==> config.mk <==
export PLATFORM = sky130hd
export DESIGN_NAME = ram_port_arbiter
export DESIGN_NICKNAME = d
export VERILOG_FILES = /design/src/rtl/ram_port_arbiter_pkg.sv /design/src/rtl/ram_lane_align.sv /design/src/rtl/ram_port_arbiter.sv
export SDC_FILE = /design/constraint.sdc
export NUM_CORES = 1
export LEC_CHECK = 0
export CORE_MARGIN = 2
export CORE_UTILIZATION = 32
export CTS_CLUSTER_DIAMETER = 80
export CTS_CLUSTER_SIZE = 14
export DETAILED_ROUTE_END_ITERATION = 7
export PLACE_DENSITY_LB_ADDON = 0.12
export RECOVER_POWER = 100
export REMOVE_ABC_BUFFERS = 1
export SLEW_MARGIN = 25
export SYNTH_ARGS = -nofsm -noshare
export SYNTH_HDL_FRONTEND = slang
export SYNTH_SLANG_ARGS = --single-unit
==> constraint.sdc <==
create_clock -name clk -period 3.55 [get_ports clk]
set_input_delay 0.71 -clock clk [delete_from_list [all_inputs] [get_ports clk]]
set_output_delay 0.71 -clock clk [all_outputs]
set_load 0.01 [all_outputs]
==> src/rtl/ram_port_arbiter_pkg.sv <==
// Shared encodings for the RAM port arbiter: access sizes and arbiter states.
package ram_port_arbiter_pkg;

    localparam logic [1:0] SZ_BYTE = 2'b00;
    localparam logic [1:0] SZ_HALF = 2'b01;
    localparam logic [1:0] SZ_WORD = 2'b10;

    typedef enum logic [1:0] {
        ST_IDLE = 2'b00,
        ST_HOLD = 2'b01,
        ST_RESP = 2'b10
    } arb_state_e;

    // Misaligned halves/words and the reserved size code never reach the RAM.
    function automatic logic access_err(input logic [1:0] size, input logic [1:0] off);
        logic e;
        e = 1'b0;
        case (size)
            SZ_BYTE: e = 1'b0;
            SZ_HALF: e = off[0];
            SZ_WORD: e = (off != 2'b00);
            default: e = 1'b1;
        endcase
        return e;
    endfunction

endpackage

==> src/rtl/ram_lane_align.sv <==
// Byte-lane strobe/write replication and load extraction for a 32-bit byte-lane RAM.
module ram_lane_align
    import ram_port_arbiter_pkg::*;
(
    input  logic [1:0]  size_i,
    input  logic [1:0]  off_i,
    input  logic [31:0] wdata_i,
    output logic [3:0]  lane_o,
    output logic        err_o,
    output logic [31:0] wdata_o,
    input  logic [31:0] ld_data_i,
    input  logic [1:0]  ld_size_i,
    input  logic [1:0]  ld_off_i,
    input  logic        ld_unsigned_i,
    output logic [31:0] ld_data_o
);

    logic [31:0] shifted;

    assign err_o = access_err(size_i, off_i);

    always_comb begin
        lane_o  = 4'b0000;
        wdata_o = '0;
        if (!err_o) begin
            case (size_i)
                SZ_BYTE: begin
                    lane_o  = 4'b0001 << off_i;
                    wdata_o = {4{wdata_i[7:0]}};
                end
                SZ_HALF: begin
                    lane_o  = off_i[1] ? 4'b1100 : 4'b0011;
                    wdata_o = {2{wdata_i[15:0]}};
                end
                default: begin
                    lane_o  = 4'b1111;
                    wdata_o = wdata_i;
                end
            endcase
        end
    end

    // Little-endian: the addressed byte lands in bits [7:0] after the shift.
    assign shifted = ld_data_i >> {ld_off_i, 3'b000};

    always_comb begin
        ld_data_o = shifted;
        case (ld_size_i)
            SZ_BYTE: ld_data_o = ld_unsigned_i ? {24'h0, shifted[7:0]}
                                               : {{24{shifted[7]}}, shifted[7:0]};
            SZ_HALF: ld_data_o = ld_unsigned_i ? {16'h0, shifted[15:0]}
                                               : {{16{shifted[15]}}, shifted[15:0]};
            default: ld_data_o = shifted;
        endcase
    end

endmodule

==> src/rtl/ram_port_arbiter.sv <==
// Round-robin instruction/data arbiter driving a single-ported byte-lane synchronous RAM.
module ram_port_arbiter
    import ram_port_arbiter_pkg::*;
#(
    parameter int ADDR_WIDTH  = 12,
    parameter int WAIT_STATES = 0
) (
    input  logic                  clk,
    input  logic                  rst_n,
    input  logic                  i_req,
    input  logic [ADDR_WIDTH-1:0] i_addr,
    output logic                  i_gnt,
    output logic                  i_rvalid,
    output logic [31:0]           i_rdata,
    input  logic                  d_req,
    input  logic                  d_we,
    input  logic [1:0]            d_size,
    input  logic                  d_unsigned,
    input  logic [ADDR_WIDTH-1:0] d_addr,
    input  logic [31:0]           d_wdata,
    output logic                  d_gnt,
    output logic                  d_rvalid,
    output logic [31:0]           d_rdata,
    output logic                  d_err,
    output logic [ADDR_WIDTH-3:0] ram_addr,
    output logic [3:0]            ram_cs_n,
    output logic [3:0]            ram_we_n,
    output logic [31:0]           ram_wdata,
    input  logic [31:0]           ram_rdata
);

    localparam int         WA = ADDR_WIDTH - 2;
    localparam logic [1:0] WS = 2'(WAIT_STATES);

    arb_state_e    state_q;
    logic [1:0]    wait_q;
    logic          last_data_q;
    logic          i_pend_q;
    logic          i_rvalid_q;
    logic          d_rvalid_q;
    logic          err_q;
    logic          we_q;
    logic          uns_q;
    logic [1:0]    size_q;
    logic [1:0]    off_q;
    logic [WA-1:0] addr_q;
    logic [3:0]    cs_n_q;
    logic [3:0]    we_n_q;
    logic [31:0]   wdata_q;

    logic [WA-1:0] addr_d;
    logic [3:0]    cs_n_d;
    logic [3:0]    we_n_d;
    logic [31:0]   wdata_d;

    logic          can_grant;
    logic [3:0]    lane;
    logic          d_err_c;
    logic [31:0]   rep_wdata;
    logic [31:0]   ld_data;
    logic          unused_iaddr_lsb;

    // Fetches are always whole words; the low address bits carry no meaning.
    assign unused_iaddr_lsb = ^i_addr[1:0];

    ram_lane_align u_align (
        .size_i        (d_size),
        .off_i         (d_addr[1:0]),
        .wdata_i       (d_wdata),
        .lane_o        (lane),
        .err_o         (d_err_c),
        .wdata_o       (rep_wdata),
        .ld_data_i     (ram_rdata),
        .ld_size_i     (size_q),
        .ld_off_i      (off_q),
        .ld_unsigned_i (uns_q),
        .ld_data_o     (ld_data)
    );

    // Gating with rst_n keeps grants (and thus RAM strobes) quiet while in reset.
    assign can_grant = rst_n && (state_q != ST_HOLD) && (wait_q == 2'd0);
    assign d_gnt     = can_grant && d_req && (!i_req || !last_data_q);
    assign i_gnt     = can_grant && i_req && !d_gnt;

    always_comb begin
        addr_d  = '0;
        cs_n_d  = 4'hF;
        we_n_d  = 4'hF;
        wdata_d = '0;
        if (d_gnt) begin
            addr_d = d_addr[ADDR_WIDTH-1:2];
            cs_n_d = ~lane;
            if (d_we && !d_err_c) begin
                we_n_d  = ~lane;
                wdata_d = rep_wdata;
            end
        end else if (i_gnt) begin
            addr_d = i_addr[ADDR_WIDTH-1:2];
            cs_n_d = 4'h0;
        end
    end

    assign ram_addr  = (state_q == ST_HOLD) ? addr_q  : addr_d;
    assign ram_cs_n  = (state_q == ST_HOLD) ? cs_n_q  : cs_n_d;
    assign ram_we_n  = (state_q == ST_HOLD) ? we_n_q  : we_n_d;
    assign ram_wdata = (state_q == ST_HOLD) ? wdata_q : wdata_d;

    always_ff @(posedge clk or negedge rst_n) begin
        if (!rst_n) begin
            state_q     <= ST_IDLE;
            wait_q      <= 2'd0;
            last_data_q <= 1'b0;
            i_pend_q    <= 1'b0;
            i_rvalid_q  <= 1'b0;
            d_rvalid_q  <= 1'b0;
            err_q       <= 1'b0;
            we_q        <= 1'b0;
            uns_q       <= 1'b0;
            size_q      <= SZ_BYTE;
            off_q       <= 2'd0;
            addr_q      <= '0;
            cs_n_q      <= 4'hF;
            we_n_q      <= 4'hF;
            wdata_q     <= '0;
        end else begin
            i_rvalid_q <= 1'b0;
            d_rvalid_q <= 1'b0;
            case (state_q)
                ST_HOLD: begin
                    if (wait_q == 2'd1) begin
                        state_q    <= ST_RESP;
                        wait_q     <= 2'd0;
                        i_rvalid_q <= i_pend_q;
                        d_rvalid_q <= !i_pend_q;
                    end else begin
                        wait_q <= wait_q - 2'd1;
                    end
                end
                default: begin
                    if (i_gnt || d_gnt) begin
                        last_data_q <= d_gnt;
                        i_pend_q    <= i_gnt;
                        err_q       <= d_gnt && d_err_c;
                        we_q        <= d_gnt && d_we;
                        uns_q       <= d_unsigned;
                        size_q      <= d_size;
                        off_q       <= d_addr[1:0];
                        addr_q      <= addr_d;
                        cs_n_q      <= cs_n_d;
                        we_n_q      <= we_n_d;
                        wdata_q     <= wdata_d;
                        // Rejected data accesses answer immediately; nothing to wait for.
                        if (WS == 2'd0 || (d_gnt && d_err_c)) begin
                            state_q    <= ST_RESP;
                            i_rvalid_q <= i_gnt;
                            d_rvalid_q <= d_gnt;
                        end else begin
                            state_q <= ST_HOLD;
                            wait_q  <= WS;
                        end
                    end else begin
                        state_q <= ST_IDLE;
                    end
                end
            endcase
        end
    end

    assign i_rvalid = i_rvalid_q;
    assign i_rdata  = i_rvalid_q ? ram_rdata : '0;
    assign d_rvalid = d_rvalid_q;
    assign d_err    = d_rvalid_q && err_q;
    assign d_rdata  = (d_rvalid_q && !err_q && !we_q) ? ld_data : '0;

endmodule
# Word-level counts from Yosys, hierarchy flattened
# Cells that the tools add are included.
word_totals:
  regBits: 65
  latch_bits: 0
  ramBits: 0
  romBits: 0
  wordCells: 86
  mem_count: 0
op_classes:
  n_addsub: 1
  multipliers: 0
  div_mod_pow: 0
  magnitude_cmp: 0
  n_eq_ne: 7
  n_shift: 2
  mux: 33
  n_bitwise: 2
  n_reduce_logical: 26
ops:
  columns: ["operator", "n"]
  rows:
  - ["two-way mux 32 bit", 8]
  - ["one-hot mux 32 bit (2 select lines)", 2]
  - ["two-way mux 4 bit", 8]
  - ["right shift 32 x 5 -> 32 bit", 1]
  - ["two-way mux 10 bit", 3]
  - ["logical AND 1 bit", 12]
  - ["equality test 2 x 1 -> 1 bit (second input constant)", 4]
  - ["two-way mux 2 bit", 4]
  - ["one-hot mux 4 bit (2 select lines)", 1]
  - ["logical NOT 1 bit", 7]
  - ["logical NOT 2 bit", 3]
  - ["two-way mux 1 bit", 6]
  - ["!= test 2 x 1 -> 1 bit (second input constant)", 2]
  - ["inverter 4 bit", 1]
  - ["left shift 1 x 2 -> 4 bit (first input constant)", 1]
  - ["one-hot mux 1 bit (3 select lines)", 1]
  - ["equality test 2 bit (second input constant)", 1]
  - ["logical OR 1 bit", 2]
  - ["AND reduction 2 bit", 1]
  - ["nonzero test 2 bit", 1]
  - ["subtractor 2 x 1 -> 2 bit (second input constant)", 1]
  - ["inverter 1 bit", 1]

# Logic depth before layout (Yosys ltp)
# Gate-level depths: netlist of the first run.
depth:
  depth_word: 10
  mapped_depth: 6

# Modules after synthesis
# Synthesis of the first run repeated with hierarchy kept, for this count alone.
hier_totals:
  hier_cells: 384
  area_unflattened_um2: 2514.9
by_module_without_submodules:
  columns: ["module", "n_inst", "cells_per_inst", "area_each_um2"]
  rows:
  - ["ram_lane_align", 1, 215, 1303.8]
  - ["ram_port_arbiter", 1, 169, 1211.2]

# Worst setup path after synthesis of the first run
# OpenSTA, ideal clock, no wires.
synth_path:
  path_kind: "input port to output port"
  startpoint: "input d_addr[0]"
  endpoint: "output ram_wdata[27]"
  arrival_time_ns: 1.792
  t_required_ns: 2.840
  slack_ns: 1.048
  stages: 5
  cell_sequence: "clkbuf_1 nor3_1 o2111ai_1 clkbuf_1 a21oi_1"
synth_between:
  elab_chain_len: 7
  elab_cells_between_ends: 8
synth_rtl:
  columns: ["item", "line", "rtl"]
  rows:
  - ["start: declaration", "ram_port_arbiter.sv:19", "input logic [ADDR_WIDTH-1:0] d_addr,"]
  - ["nonzero test 2 bit", "ram_port_arbiter_pkg.sv:21", "SZ_WORD: e = (off != 2'b00);"]
  - ["one-hot mux 1 bit (3 select lines) *", "ram_port_arbiter_pkg.sv:18", "case (size)"]
  - ["logical NOT 1 bit", null, null]
  - ["logical AND 1 bit", "ram_port_arbiter.sv:93", "if (d_we && !d_err_c) begin"]
  - ["two-way mux 32 bit *", "ram_port_arbiter.sv:93", null]
  - ["two-way mux 32 bit *", "ram_port_arbiter.sv:90", "if (d_gnt) begin"]
  - ["two-way mux 32 bit *", "ram_port_arbiter.sv:106", "assign ram_wdata = (state_q == ST_HOLD) ? wdata_q : wdata_d;"]
  - ["end: declaration", "ram_port_arbiter.sv:28", "output logic [31:0] ram_wdata,"]
# Mark *: on every way between the ends. The rest lies on a longest branch, timed or not.

# Final worst setup path of the first run
layout_path:
  startpoint: "input ram_rdata[15]"
  endpoint: "output d_rdata[30]"
layout_between:
  elab_chain_len: 4
  elab_cells_between_ends: 5
layout_rtl:
  columns: ["item", "line", "rtl"]
  rows:
  - ["start: declaration", "ram_port_arbiter.sv:29", "input logic [31:0] ram_rdata"]
  - ["right shift 32 x 5 -> 32 bit *", "ram_lane_align.sv:44", "assign shifted = ld_data_i >> {ld_off_i, 3'b000};"]
  - ["two-way mux 32 bit, on equally long branches", "ram_lane_align.sv:51, ram_lane_align.sv:49", null]
  - ["one-hot mux 32 bit (2 select lines) *", "ram_lane_align.sv:48", "case (ld_size_i)"]
  - ["two-way mux 32 bit *", "ram_port_arbiter.sv:173", "assign d_rdata = (d_rvalid_q && !err_q && !we_q) ? ld_data : '0;"]
  - ["end: declaration", "ram_port_arbiter.sv:23", "output logic [31:0] d_rdata,"]
# Marked as above.

==> results.json, run 1 <==
{
  "status": "finished, final reports clean",
  "die_h_um": 84.9,
  "grt_usage_pct": 23.7,
  "peakVddDrop_uv": 126,
  "synth_cell_types": 40,
  "cts_max_path_buffers": 2,
  "register_area_um2": 250,
  "grt_pass1_wl_um": 14400,
  "overflow": 0,
  "drive_gt1_share_pct": 9.65,
  "final_cell_count_no_fill": 585,
  "worstReg2RegStart": "last_data_q",
  "finalSetupViolCount": 0,
  "worst_clock_skew_ns": 0.00168,
  "async_flop_share_pct": 100,
  "grt_max_degree": 34,
  "finalHoldViolCount": 0,
  "syn_area_per_cell_um2": 7.01,
  "slew_viol_final": 0,
  "hpwlAfterDp_um": 7310,
  "path_max_fanout": 16,
  "min_path_type": "flop to flop",
  "cts_made_buffers": 3,
  "cts_tree": "yes",
  "relSlewSlack_pct": 50.8,
  "clock_latency_ns": 0.23,
  "netlist.area_leader.share_pct": 11.9,
  "cap_violations": 0,
  "htreeDepth": 1,
  "drtPass1Iterations": 4,
  "multi_input_area_mm2": 0.00169,
  "io_buffers": 212,
  "nets": 606,
  "synth_top_area_cell": "dfrtp_1",
  "cts-root-buf": "clkbuf_8",
  "ys_seq_elements": 10,
  "fp.dieArea_mm2": 0.00721,
  "tns_ns": 0,
  "ff2ff_setup_slack_ns": 2.31,
  "powerDensity_mw_per_mm2": 182,
  "holdPathStages": 1,
  "drc_errors": 0,
  "min_period_ns": 3.48,
  "std_cell_rows": 29,
  "crit_path_end_kind": "primary output",
  "fillers": 552,
  "grt_pass1_vias": 3011,
  "fin_area_mm2": 0.00441,
  "ys_seq_area_share_pct": 11.9,
  "via_per_inst": 5.27,
  "cts.reportedPaths.clkPinSlew_ns": 0.04,
  "vias": 3082,
  "required_ns": 2.84,
  "crit_path_start_kind": "primary input",
  "period_share_pct": 98.0,
  "cp-startpoint": "ram_rdata[15]",
  "antenna_found_initial": 0,
  "rr_worst_depth": 5,
  "initial_utilization_pct": 33.0,
  "worstSetupEndpoint": "d_rdata[30]",
  "fin_util_pct": 69.4,
  "ant_nets": 0,
  "layout_setup_ws_ns": 0.0716,
  "critPathArrivalTime_ns": 2.77,
  "worstSetupPathType": "primary input to primary output",
  "worst_pin_slew_ns": 0.738,
  "synth_area_leaders": "dfrtp_1, mux2_2, and2_1",
  "totalWireLength_um": 9010,
  "rsz0062_at_grt": "no",
  "die_w_um": 84.9,
  "insertedDiodeCount": 0,
  "worstReg2RegEnd": "we_q",
  "io_pins": 215,
  "p_leak_nw": 1.82,
  "drt_iter0_drc": 66,
  "fmax_mhz": 287,
  "wl_per_cell_um": 15.4,
  "synthFlopType": "dfrtp_1",
  "yosys_warnings": 0,
  "post-place-ws_ns": 0.0909,
  "dp_cells": 582,
  "gp_congestion": 0.862,
  "place_area_mm2": 0.00437,
  "synthesis.area_mm2": 0.00209,
  "core_area_mm2": 0.00635,
  "area_delta_synth_final_pct": 111,
  "synthCells": 299,
  "synth_edf_count": 0,
  "numClockSinks": 10,
  "cts_setup_buffers": 0
}
==> registers in the layout, indices dropped and copies added (netlist names) <==
signal and flops:
d_rvalid 1, last_data_q 1, uns_q 1, size_q 2
i_rvalid 1, err_q 1, we_q 1, off_q 2
==> metal layers <==
layer	share of wire, %	global-route usage (%)
met3	8.3	5.84
met4	0.78	5.19
met5	0	0
met2	51	44.7
met1	40	26.9
==> repair_timing <==
action	in CTS	in global routing
endpoints found under the setup margin	0	7
resized for setup	0	1
hold buffers	0	0
==> power by group <==
part / switching [W] / leakage (nW) / internal, W
logic: 0.000241 / 1.67 / 0.000296
clock network: 0.0000401 / 0.0216 / 0.0000739
registers: 0.0000220 / 0.123 / 0.000128
total: 0.000303 / 1.82 / 0.000498
==> synth_stat cells (2+ instances only) <==
master and instances:
nor2b_1 10, nand3_1 5, buf_1 4, nand2_1 32, a22o_1 11, a211oi_1 24
o2bb2ai_1 9, o22ai_1 7, buf_2 6, inv_1 9, a21oi_1 22, mux2_2 22
o21ai_0 10, o21bai_1 2, clkinv_1 3, nor2_1 21, dfrtp_1 10, clkbuf_1 16
and2_1 34, mux2i_1 15, a221oi_1 8
==> critical path, stage by stage <==
cell and delay, ns:
clkdlybuf4s50_1 0.42, mux2_2 0.31, a221oi_2 0.24, clkbuf_2 0.36
o2bb2ai_1 0.09, dlygate4sd3_1 0.63
==> cells in the final DEF (no fill, tap or decap), drive strengths merged <==
cell type and instances:
a211oi 24, a21oi 22, a221oi 9, a22o 11
a22oi 1, a31oi 1, and2 34, and3 1
and4b 1, buf 19, clkbuf 6, clkdlybuf4s50 151
clkinv 3, dfrtp 10, dlygate4sd3 61, inv 9
mux2 22, mux2i 15, nand2 32, nand2b 1
nand3 5, nor2 21, nor2b 10, nor3 1
nor3b 1, o2111ai 1, o21a 1, o21ai 11
o21bai 2, o22ai 7, o2bb2ai 9, o31ai 1
or3 1, or3b 2, xnor2 1, xor2 1
==> cell families (layout without fill, tap and decap cells) <==
| kind of cell | Yosys count | in the layout | synth area share (%) |
|---|---|---|---|
| multiplexers | 37 | 37 | 19.0 |
| flip-flops | 10 | 10 | 11.9 |
| XOR/XNOR | 2 | 2 | 0.836 |
| AND/OR/NAND/NOR | 110 | 110 | 26.6 |
| AO/OA/AOI/OAI | 100 | 100 | 33.5 |
| buffers and inverters | 40 | 249 | 8.06 |
==> metrics by stage <==
| stage | total power (W) | hold slack (ns) |
|---|---|---|
| after floorplan | 0.000383 | 0.414 |
| after global placement | 0.000692 | 0.501 |
| after detailed placement | 0.000702 | 0.509 |
| after CTS | 0.000821 | 0.517 |
| after global routing | 0.000857 | 0.563 |
| final | 0.000801 | 0.520 |
==> how the worst min path moves through the flow <==
stage                startpoint  slack (ns)     endpoint
floorplan                 rst_n        0.41     d_rvalid
global placement    last_data_q        0.50  last_data_q
detailed placement         we_q        0.51         we_q
CTS                 last_data_q        0.52  last_data_q
global route        last_data_q        0.56  last_data_q
finish              last_data_q        0.52  last_data_q
==> cell type report <==
| type | count | share of cell area [%] |
|---|---|---|
| well taps | 77 | 2.19 |
| multi-input cells | 249 | 38.3 |
| repair buffers | 234 | 51.9 |
| clock buffers | 3 | 0.936 |
| flip-flops and latches | 10 | 5.68 |
| inverters | 12 | 1.02 |
Note: power is estimated with default switching activity, not from simulation.
==> run 2: changes to the inputs <==
CAP_MARGIN = 40   (was unset)
SLEW_MARGIN = unset   (was 25)
==> results of run 2 <==
Final layout, timing and power as in run 1 (identical DEF).
==> run 3: changes to the inputs <==
GPL_TIMING_DRIVEN = 1   (was unset)
==> results of run 3 <==
Final layout, timing and power as in run 1 (identical DEF).
